$ cat config.mk
export PLATFORM = sky130hd
export DESIGN_NAME = pc_sequencer
export DESIGN_NICKNAME = d
export VERILOG_FILES = /design/src/rtl/pc_sequencer_pkg.sv /design/src/rtl/pc_sequencer_next_pc_calc.sv /design/src/rtl/pc_sequencer.sv
export SDC_FILE = /design/constraint.sdc
export NUM_CORES = 1
export LEC_CHECK = 0
export ABC_AREA = 1
export BUFFER_PORTS_ARGS = -buffer_cell sky130_fd_sc_hd__clkbuf_2
export CAP_MARGIN = 5
export CORE_UTILIZATION = 25
export DETAILED_ROUTE_END_ITERATION = 16
export PLACE_DENSITY = 0.51
export SYNTH_ARGS = -nofsm -noshare
export SYNTH_HDL_FRONTEND = slang
export SYNTH_HIERARCHICAL = 1
export SYNTH_SLANG_ARGS = --single-unit
$ cat constraint.sdc
create_clock -name clk -period 1.9 [get_ports clk]
set_input_delay 0 -clock clk [delete_from_list [all_inputs] [get_ports clk]]
set_output_delay 0 -clock clk [all_outputs]
set_load 0.01 [all_outputs]
$ cat src/rtl/pc_sequencer_pkg.sv
// Shared widths, state encoding and redirect bundle for the PC sequencer.
// Also provides the offset sign-extension helper used by the next-PC adder.
package pc_sequencer_pkg;

  localparam int PC_WIDTH     = 15;
  localparam int INSTR_WIDTH  = 16;
  localparam int OFFSET_WIDTH = 8;

  typedef logic [PC_WIDTH-1:0]     pc_t;
  typedef logic [INSTR_WIDTH-1:0]  instr_t;
  typedef logic [OFFSET_WIDTH-1:0] off_t;

  localparam pc_t RESET_VECTOR_DEFAULT = 15'h0000;

  typedef enum logic [2:0] {
    ST_IDLE    = 3'd0,
    ST_FETCH   = 3'd1,
    ST_DELIVER = 3'd2,
    ST_RESOLVE = 3'd3,
    ST_HALTED  = 3'd4
  } seq_state_e;

  // Control-flow outcome from execute; the jump target is already cut to PC width.
  typedef struct packed {
    logic jump_sel;
    logic branch_sel;
    off_t branch_offset;
    pc_t  jump_target;
  } redirect_t;

  function automatic pc_t sext_offset(input off_t o);
    return pc_t'({{(PC_WIDTH-OFFSET_WIDTH){o[OFFSET_WIDTH-1]}}, o});
  endfunction

endpackage

$ cat src/rtl/pc_sequencer_next_pc_calc.sv
// Combinational next-PC selection: jump beats branch beats sequential.
// All arithmetic is PC-width and wraps naturally.
module next_pc_calc
  import pc_sequencer_pkg::*;
(
  input  pc_t       instr_pc,
  input  redirect_t redir,
  output pc_t       next_pc
);

  always_comb begin
    next_pc = instr_pc + pc_t'(1);
    if (redir.jump_sel)
      next_pc = redir.jump_target;
    else if (redir.branch_sel)
      next_pc = instr_pc + sext_offset(redir.branch_offset);
  end

endmodule

$ cat src/rtl/pc_sequencer.sv
// Single-issue instruction fetch sequencer: IDLE -> FETCH -> DELIVER -> RESOLVE,
// with a HALTED park state left only via restart. All outputs are registered.
module pc_sequencer
  import pc_sequencer_pkg::*;
#(
  parameter pc_t RESET_VECTOR = RESET_VECTOR_DEFAULT
) (
  input  logic       clk,
  input  logic       reset_n,
  output logic       memReq,
  output pc_t        memAddr,
  input  logic       memAck,
  input  instr_t     memData,
  output logic       instrValid,
  output instr_t     instr,
  output pc_t        instrPC,
  input  logic       instrReady,
  input  logic       redirectValid,
  input  logic       branchSel,
  input  logic       jumpSel,
  input  off_t       branchOffset,
  input  instr_t     jumpAddress,
  input  logic       halt,
  input  logic       restart,
  output pc_t        pcOut,
  output logic [2:0] seqState
);

  seq_state_e state_q, state_d;
  pc_t        pc_q, pc_d;
  instr_t     instr_q, instr_d;
  pc_t        instr_pc_q, instr_pc_d;
  logic       mem_req_q, mem_req_d;
  logic       instr_valid_q, instr_valid_d;

  redirect_t  redir;
  pc_t        next_pc;
  logic       unused_jump_msb;

  assign redir.jump_sel      = jumpSel;
  assign redir.branch_sel    = branchSel;
  assign redir.branch_offset = branchOffset;
  assign redir.jump_target   = jumpAddress[PC_WIDTH-1:0];
  assign unused_jump_msb     = jumpAddress[INSTR_WIDTH-1];

  next_pc_calc u_next_pc (
    .instr_pc (instr_pc_q),
    .redir    (redir),
    .next_pc  (next_pc)
  );

  always_comb begin
    state_d    = state_q;
    pc_d       = pc_q;
    instr_d    = instr_q;
    instr_pc_d = instr_pc_q;
    unique case (state_q)
      ST_IDLE: state_d = ST_FETCH;
      ST_FETCH: if (memAck) begin
        instr_d    = memData;
        instr_pc_d = pc_q;
        state_d    = ST_DELIVER;
      end
      ST_DELIVER: if (instrReady) state_d = ST_RESOLVE;
      // halt only counts together with the redirect that resolves the instruction
      ST_RESOLVE: if (redirectValid) begin
        pc_d    = next_pc;
        state_d = halt ? ST_HALTED : ST_FETCH;
      end
      ST_HALTED: if (restart) begin
        pc_d    = RESET_VECTOR;
        state_d = ST_IDLE;
      end
      default: state_d = ST_IDLE;
    endcase
    // Outputs follow the next state so they are valid as the state is entered.
    mem_req_d     = (state_d == ST_FETCH);
    instr_valid_d = (state_d == ST_DELIVER);
  end

  always_ff @(posedge clk or negedge reset_n) begin
    if (!reset_n) begin
      state_q       <= ST_IDLE;
      pc_q          <= RESET_VECTOR;
      instr_q       <= '0;
      instr_pc_q    <= RESET_VECTOR;
      mem_req_q     <= 1'b0;
      instr_valid_q <= 1'b0;
    end else begin
      state_q       <= state_d;
      pc_q          <= pc_d;
      instr_q       <= instr_d;
      instr_pc_q    <= instr_pc_d;
      mem_req_q     <= mem_req_d;
      instr_valid_q <= instr_valid_d;
    end
  end

  assign memReq     = mem_req_q;
  assign memAddr    = pc_q;
  assign pcOut      = pc_q;
  assign instrValid = instr_valid_q;
  assign instr      = instr_q;
  assign instrPC    = instr_pc_q;
  assign seqState   = state_q;

endmodule

==> impl_metrics.env, run 1 <==
export IMPL_status="complete, but fails checks"
export IMPL_violations="setup timing"
export IMPL_rsz0062_at_grt="yes"
export IMPL_wirelength_mm=11.15
export IMPL_ant_nets=0
export IMPL_critPathBufInv=2
export IMPL_clock_path_buffers=2
export IMPL_via_per_inst=4.365
export IMPL_combinationalPowerShare=0.549
export IMPL_grt_remaining_overflow=0
export IMPL_rrSetupSlack_ns=-0.15
export IMPL_worst_setup_path_start_kind="register"
export IMPL_cp_cell_sequence="ha_2 > inv_2 > fa_2 > inv_2 > nand4_1 > nand3_2 > nand2_1 > nand2_2 > xor2_1 > o21ai_2 > a21boi_0 > nand3_1 > nand2_1"
export IMPL_cpLargestDelayFamily="adder cells"
export IMPL_grt_pass1_vias=3352
export IMPL_grt_use_total=0.1537
export IMPL_max_freq_mhz=487.9
export IMPL_wl_per_cell_um=13.80
export IMPL_nets=689
export IMPL_crit_slowest_cell="fa_2"
export IMPL_fin_crit_sh=1.079
export IMPL_place_area_mm2=0.004379
export IMPL_synth_seq_area_share=0.3645
export IMPL_drive_above_1_share=0.3513
export IMPL_ys_warn_count=6
export IMPL_syn_cell_area_mm2=0.003501
export IMPL_switching_share=0.4536
export IMPL_p_sw_mw=3.075
export IMPL_area_growth_pct=37.81
export IMPL_end_kind="register"
export IMPL_drt_pass1_iterations=4
export IMPL_die_w_um=120.3
export IMPL_hp_class="in2reg"
export IMPL_critPathLaunch="instrPC[0]"
export IMPL_antenna_cells=0
export IMPL_synthCells=487
export IMPL_hold_start="restart"
export IMPL_ioPinCount=115
export IMPL_nFillCells=1480
export IMPL_worstSkewPairLatency_ns=0.29
export IMPL_rows=42
export IMPL_slowest_delay_ns=0.37
export IMPL_ys_types=30
export IMPL_fin_crit_ns=2.049
export IMPL_grt_pass1_wl_mm=17.66
export IMPL_setup_viol=7
export IMPL_hold_depth=3
export IMPL_ir_drop_mv=0.5876
export IMPL_crit_path_max_fanout=3
export IMPL_pwr_share_seq=0.303
export IMPL_antenna_found_initial=0
export IMPL_initial_core_util=0.2602
export IMPL_maxCapViolations=0
export IMPL_skew_ns=0.008284
export IMPL_cts_inserted_buffers=5
export IMPL_cts_sinks=51
export IMPL_synth_seq_cells=51
export IMPL_dp_slack_ns=-0.1908
export IMPL_port_buffers=113
export IMPL_cp_required_ns=2.13
export IMPL_whs_endpoint="seqState[2]"
export IMPL_gp_congestion=0.8371
export IMPL_ctsHtreeMaxLevel=2
export IMPL_power_leakage_nw=2.768
export IMPL_synthesis_nets=544
export IMPL_setup_slack_ns=-0.1495
export IMPL_tritoncts="done"
export IMPL_clkPwrFrac=0.148
export IMPL_core_area_mm2=0.01345
export IMPL_hold_viol_final=0
export IMPL_slew_headroom=0.5510
export IMPL_fp_dieArea_mm2=0.01448
export IMPL_drv_slew=0
export IMPL_r2r_end="memAddr[8]"
export IMPL_arrival_ns=2.28
export IMPL_syn_area_per_cell_um2=7.189
export IMPL_fp_dieH_um=120.3
export IMPL_r2r_worst_path_cells=13
export IMPL_p_int_mw=3.704
export IMPL_ctsRootBufferMaster="clkbuf_16"
export IMPL_drc=0
export IMPL_clk_pin_slew_ns=0.07
export IMPL_worst_pin_slew_ns=0.6736
export IMPL_drt_iter0_drc=203
export IMPL_crit_type="reg2reg"
export IMPL_num_vias=3527
export IMPL_final_core_util=0.3586
export IMPL_hpwl_mm=8.408
export IMPL_power_density_mw_per_mm2=1405
export IMPL_grt_start_max_net_pins=52
export IMPL_design_area_mm2=0.004825
export IMPL_reg2reg_from="instrPC[0]"
## state kept, by name (all words and copies together), names as in the netlist
name	flops
instr	16
instrPC	15
memAddr	15
seqState	3
instrValid	1
memReq	1
## worst max path at each step
| stage | end | cells after the start |
|---|---|---|
| 2_1_floorplan | memAddr[12] | 16 |
| 6_report | memAddr[8] | 13 |
| 3_5_place_dp | memAddr[8] | 12 |
| 4_1_cts | memAddr[12] | 16 |
| 3_3_place_gp | memAddr[8] | 12 |
| 5_1_grt | memAddr[11] | 15 |
## routing by layer
| metal | track usage | share of wire | vias to the layer above |
|---|---|---|---|
| met1 | 0.2122 | 0.48 | 1612 |
| met5 | 0 | 0 | - |
| met2 | 0.2536 | 0.47 | 93 |
| li1 | - | - | 1817 |
| met4 | 0.02546 | 0.0045 | 0 |
| met3 | 0.02689 | 0.051 | 5 |
## power groups by stage
| stage | Combinational [mW] | Sequential, mW | Clock [mW] |
|---|---|---|---|
| after floorplan | 2.09 | 2.17 | 0 |
| after global placement | 3.58 | 2.04 | 0 |
| after detailed placement | 3.61 | 2.05 | 0 |
| after CTS | 3.72 | 2.06 | 1.04 |
| after global routing | 4.13 | 2.12 | 1.08 |
| final | 3.72 | 2.05 | 1.00 |
## placed cells by master, fill, tap and decap left out, types with 3 or more instances in the layout
cell,n
a21oi_1,8
dfrtp_1,51
nand3_1,72
a21boi_0,11
nand2_4,10
nor2_2,3
o21ai_0,4
nand3_2,5
nor2_1,9
dlygate4sd3_1,18
ha_1,3
inv_1,44
nand2_2,20
nand2_1,171
clkbuf_16,5
nor2_4,4
buf_4,40
o21bai_1,4
ha_4,3
clkbuf_2,113
or2_2,3
nand4_1,6
## per-stage QoR
stage	hold WS (ns)	setup TNS [ns]	total power [mW]	std cells
floorplan	-0.2956	-0.07546	4.265	487
global placement	0.1696	-0.5732	5.626	779
detailed placement	0.1727	-0.8405	5.664	779
CTS	0.009642	-0.5853	6.818	807
global route	0.02504	-2.301	7.330	808
finish	0.01477	-0.7268	6.779	808
## cell usage after synthesis
| cell | n | share of area |
|---|---|---|
| nor2_2 | 3 | 0.0054 |
| fa_1 | 1 | 0.0057 |
| nor2_4 | 4 | 0.013 |
| nor2_1 | 9 | 0.0096 |
| nand2_2 | 17 | 0.030 |
| buf_2 | 4 | 0.0057 |
| o31ai_1 | 1 | 0.0021 |
| nand2_1 | 174 | 0.19 |
| o21bai_1 | 4 | 0.0086 |
| o21ai_0 | 6 | 0.0086 |
| xor2_1 | 2 | 0.0050 |
| buf_6 | 2 | 0.0064 |
| buf_1 | 1 | 0.0011 |
| nand2_4 | 10 | 0.032 |
| clkbuf_1 | 11 | 0.012 |
| nand3_1 | 74 | 0.11 |
| dfrtp_1 | 51 | 0.36 |
| a21oi_1 | 9 | 0.013 |
| clkinv_4 | 1 | 0.0025 |
| nand3b_1 | 1 | 0.0021 |
| nand4_1 | 6 | 0.011 |
| a21boi_0 | 15 | 0.032 |
| or2_2 | 3 | 0.0054 |
| inv_1 | 46 | 0.049 |
| ha_1 | 7 | 0.025 |
| buf_4 | 17 | 0.036 |
| inv_4 | 2 | 0.0036 |
| nand3_2 | 4 | 0.011 |
| clkinv_8 | 1 | 0.0046 |
| o21ai_1 | 1 | 0.0014 |
## layout make-up
cell class                      count  area (um2)  share of cell area
Multi-Input combinational cell    351        1882              0.3900
Sequential cell                    51        1276              0.2645
Timing Repair Buffer              173        1077              0.2233
Tap cell                          176       220.2             0.04564
Inverter                           50       210.2             0.04357
Clock buffer                        6       128.9             0.02671
Clock inverter                      1       30.03            0.006224
## tightest hold or removal path, cell delays in order
cell and delay [ns]:
clkbuf_2 0.09, nand3b_1 0.10, o31ai_1 0.06
## cells by family (layout without fill, tap and decap cells)
| kind of cell | Yosys count | count (layout) | share of synthesized area |
|---|---|---|---|
| compound gates | 36 | 36 | 0.06576 |
| xor+xnor | 2 | 2 | 0.005004 |
| fa+ha+maj | 8 | 8 | 0.03074 |
| buf+inv | 85 | 230 | 0.1215 |
| flops | 51 | 51 | 0.3645 |
| simple gates | 305 | 305 | 0.4124 |
## what timing repair did
item	4_1_cts	5_1_grt
hold endpoints to repair	68	0
hold buffers	18	0
pin swaps	0	6
cloned	0	0
resized for setup	10	8
endpoints found under the setup margin	10	13
setup buffers	3	1
(Power assumes the default switching activity.)
==> run 2: changes to the inputs <==
- PLACE_DENSITY: 0.51 -> 0.49
- clock period: 1.9 -> 2.5 ns (I/O delays scaled with it)
==> run 2 against run 1 <==
Net effect:
- utilization is 2.4 points lower
- clock power is 21% lower
- highest routed layer unchanged
- sequential power is 23% lower
- routed wire length is 6.4% lower
- the run now ends clean
- clock-buffer cell count is 1 lower
- combinational power is 34% lower
- power is 29% lower
- first-iteration DRC count is 12% lower
- cell count is 4.0% lower
- critical path depth stayed put
- non-clock buffer count is 33 lower
==> impl_metrics.env, run 2 (synthesis results as in run 1) <==
export IMPL_hpwl_mm=7.894
export IMPL_drive_above_1_share=0.2933
export IMPL_rows=42
export IMPL_power_density_mw_per_mm2=1075
export IMPL_max_freq_mhz=446.4
export IMPL_via_per_inst=4.393
export IMPL_area_growth_pct=28.41
export IMPL_hold_depth=3
export IMPL_clk_pin_slew_ns=0.07
export IMPL_layout_common_cells="nand2_1 (174), clkbuf_2 (113), nand3_1 (73)"
export IMPL_hold_viol_final=0
export IMPL_antenna_found_initial=0
export IMPL_r2r_worst_path_cells=13
export IMPL_skew_ns=0.01154
export IMPL_crit_type="reg2reg"
export IMPL_final_common_cell="nand2_1"
export IMPL_cts_inserted_buffers=5
export IMPL_cp_required_ns=2.72
export IMPL_worst_setup_path_start_kind="register"
export IMPL_nFillCells=1495
export IMPL_drt_pass1_iterations=4
export IMPL_worstSkewPairLatency_ns=0.29
export IMPL_wirelength_mm=10.44
export IMPL_fp_dieH_um=120.3
export IMPL_power_leakage_nw=2.596
export IMPL_core_area_mm2=0.01345
export IMPL_wl_per_cell_um=13.45
export IMPL_hp_class="in2reg"
export IMPL_place_area_mm2=0.004139
export IMPL_r2r_end="memAddr[11]"
export IMPL_antenna_cells=0
export IMPL_grt_use_total=0.1485
export IMPL_ctsRootBufferMaster="clkbuf_16"
export IMPL_reg2reg_from="instrPC[4]"
export IMPL_setup_viol=0
export IMPL_design_area_mm2=0.004496
export IMPL_fin_crit_ns=2.240
export IMPL_power_total_mw=4.832
export IMPL_fin_crit_sh=0.8962
export IMPL_grt_pass1_vias=3365
export IMPL_port_buffers=113
export IMPL_grt_start_max_net_pins=37
export IMPL_drv_slew=0
export IMPL_rsz0062_at_grt="no"
export IMPL_status="completed"
export IMPL_end_kind="register"
export IMPL_crit_path_max_fanout=7
export IMPL_fp_dieArea_mm2=0.01448
export IMPL_largest_reg_flops=16
export IMPL_drc=0
export IMPL_cts_sinks=51
export IMPL_grt_pass1_wl_mm=17.02
export IMPL_clock_path_buffers=2
export IMPL_ant_nets=0
export IMPL_worst_pin_slew_ns=0.9443
export IMPL_cts_setup_buffers=0
export IMPL_maxCapViolations=0
export IMPL_arrival_ns=2.46
export IMPL_whs_endpoint="seqState[2]"
export IMPL_setup_tns_final_ns=0
export IMPL_rrSetupSlack_ns=0.26
export IMPL_grt_remaining_overflow=0
export IMPL_ioPinCount=115
export IMPL_die_w_um=120.3
export IMPL_num_vias=3409
export IMPL_nets=656
export IMPL_ctsHtreeMaxLevel=2
export IMPL_ir_drop_mv=0.4860
export IMPL_drt_iter0_drc=179
export IMPL_initial_core_util=0.2602
export IMPL_slew_headroom=0.3705
export IMPL_gp_congestion=0.8004
export IMPL_tritoncts="done"
export IMPL_hold_start="restart"
==> run 2: what timing repair did <==
| action | in CTS | in global routing |
|---|---|---|
| endpoints found under the hold margin | 52 | 0 |
| resized for setup | 0 | 2 |
| setup endpoints to repair | 0 | 1 |
| hold buffers | 18 | 0 |
==> run 2: how the worst max path moves through the flow <==
stage / start / to / slack (ns)
4_1_cts: instrPC[0] / memAddr[12] / 0.24
6_report: instrPC[4] / memAddr[11] / 0.26
3_3_place_gp: instrPC[0] / memAddr[12] / 0.29
5_1_grt: instrPC[0] / memAddr[12] / 0.03
2_1_floorplan: instrPC[0] / memAddr[12] / 0.44
3_5_place_dp: instrPC[0] / memAddr[12] / 0.27
==> run 2: final cells by class <==
class                           count  area (um2)  share of cell area
Clock buffer                        5       125.1             0.02783
Clock inverter                      3       46.29             0.01030
Inverter                           50       210.2             0.04676
Multi-Input combinational cell    351        1804              0.4013
Sequential cell                    51        1276              0.2839
Tap cell                          176       220.2             0.04898
Timing Repair Buffer              140       813.3              0.1809
==> run 2: power by group <==
group	internal [mW]	leakage [nW]	switching, mW
logic	0.913	1.87	1.56
clock network	0.476	0.0804	0.317
registers	1.19	0.646	0.378
total	2.58	2.60	2.25
==> run 2: stage by stage <==
| step | worst slack, ns | hold WS, ns | cells | util |
|---|---|---|---|---|
| after floorplan | 0.4440 | -0.2956 | 487 | - |
| after global placement | 0.2866 | 0.1861 | 750 | 0.3077 |
| after detailed placement | 0.2686 | 0.1931 | 750 | 0.3077 |
| after CTS | 0.2410 | 0.008892 | 776 | 0.3338 |
| after global routing | 0.02935 | 0.03850 | 776 | 0.3342 |
| final | 0.2596 | 0.01700 | 776 | 0.3342 |
==> run 2: routing by layer <==
| metal | part of all wire | vias to the layer above | track usage |
|---|---|---|---|
| met3 | 0.047 | 14 | 0.02406 |
| met1 | 0.46 | 1558 | 0.1962 |
| met4 | 0.025 | 0 | 0.05401 |
| li1 | - | 1752 | - |
| met2 | 0.46 | 85 | 0.2435 |
| met5 | 0 | - | 0 |
==> run 2: critical path: stages, from the launching register on <==
cell and delay, ns:
dfrtp_1 0.42, ha_1 0.40, a21oi_1 0.18, nand3_1 0.22, nand2_1 0.14, nand2_1 0.07, nand2_1 0.08, nand2_1 0.05
nand2_1 0.05, nand3_1 0.06, nand2_1 0.12, a21boi_0 0.19, nand3_1 0.11, nand2_1 0.09
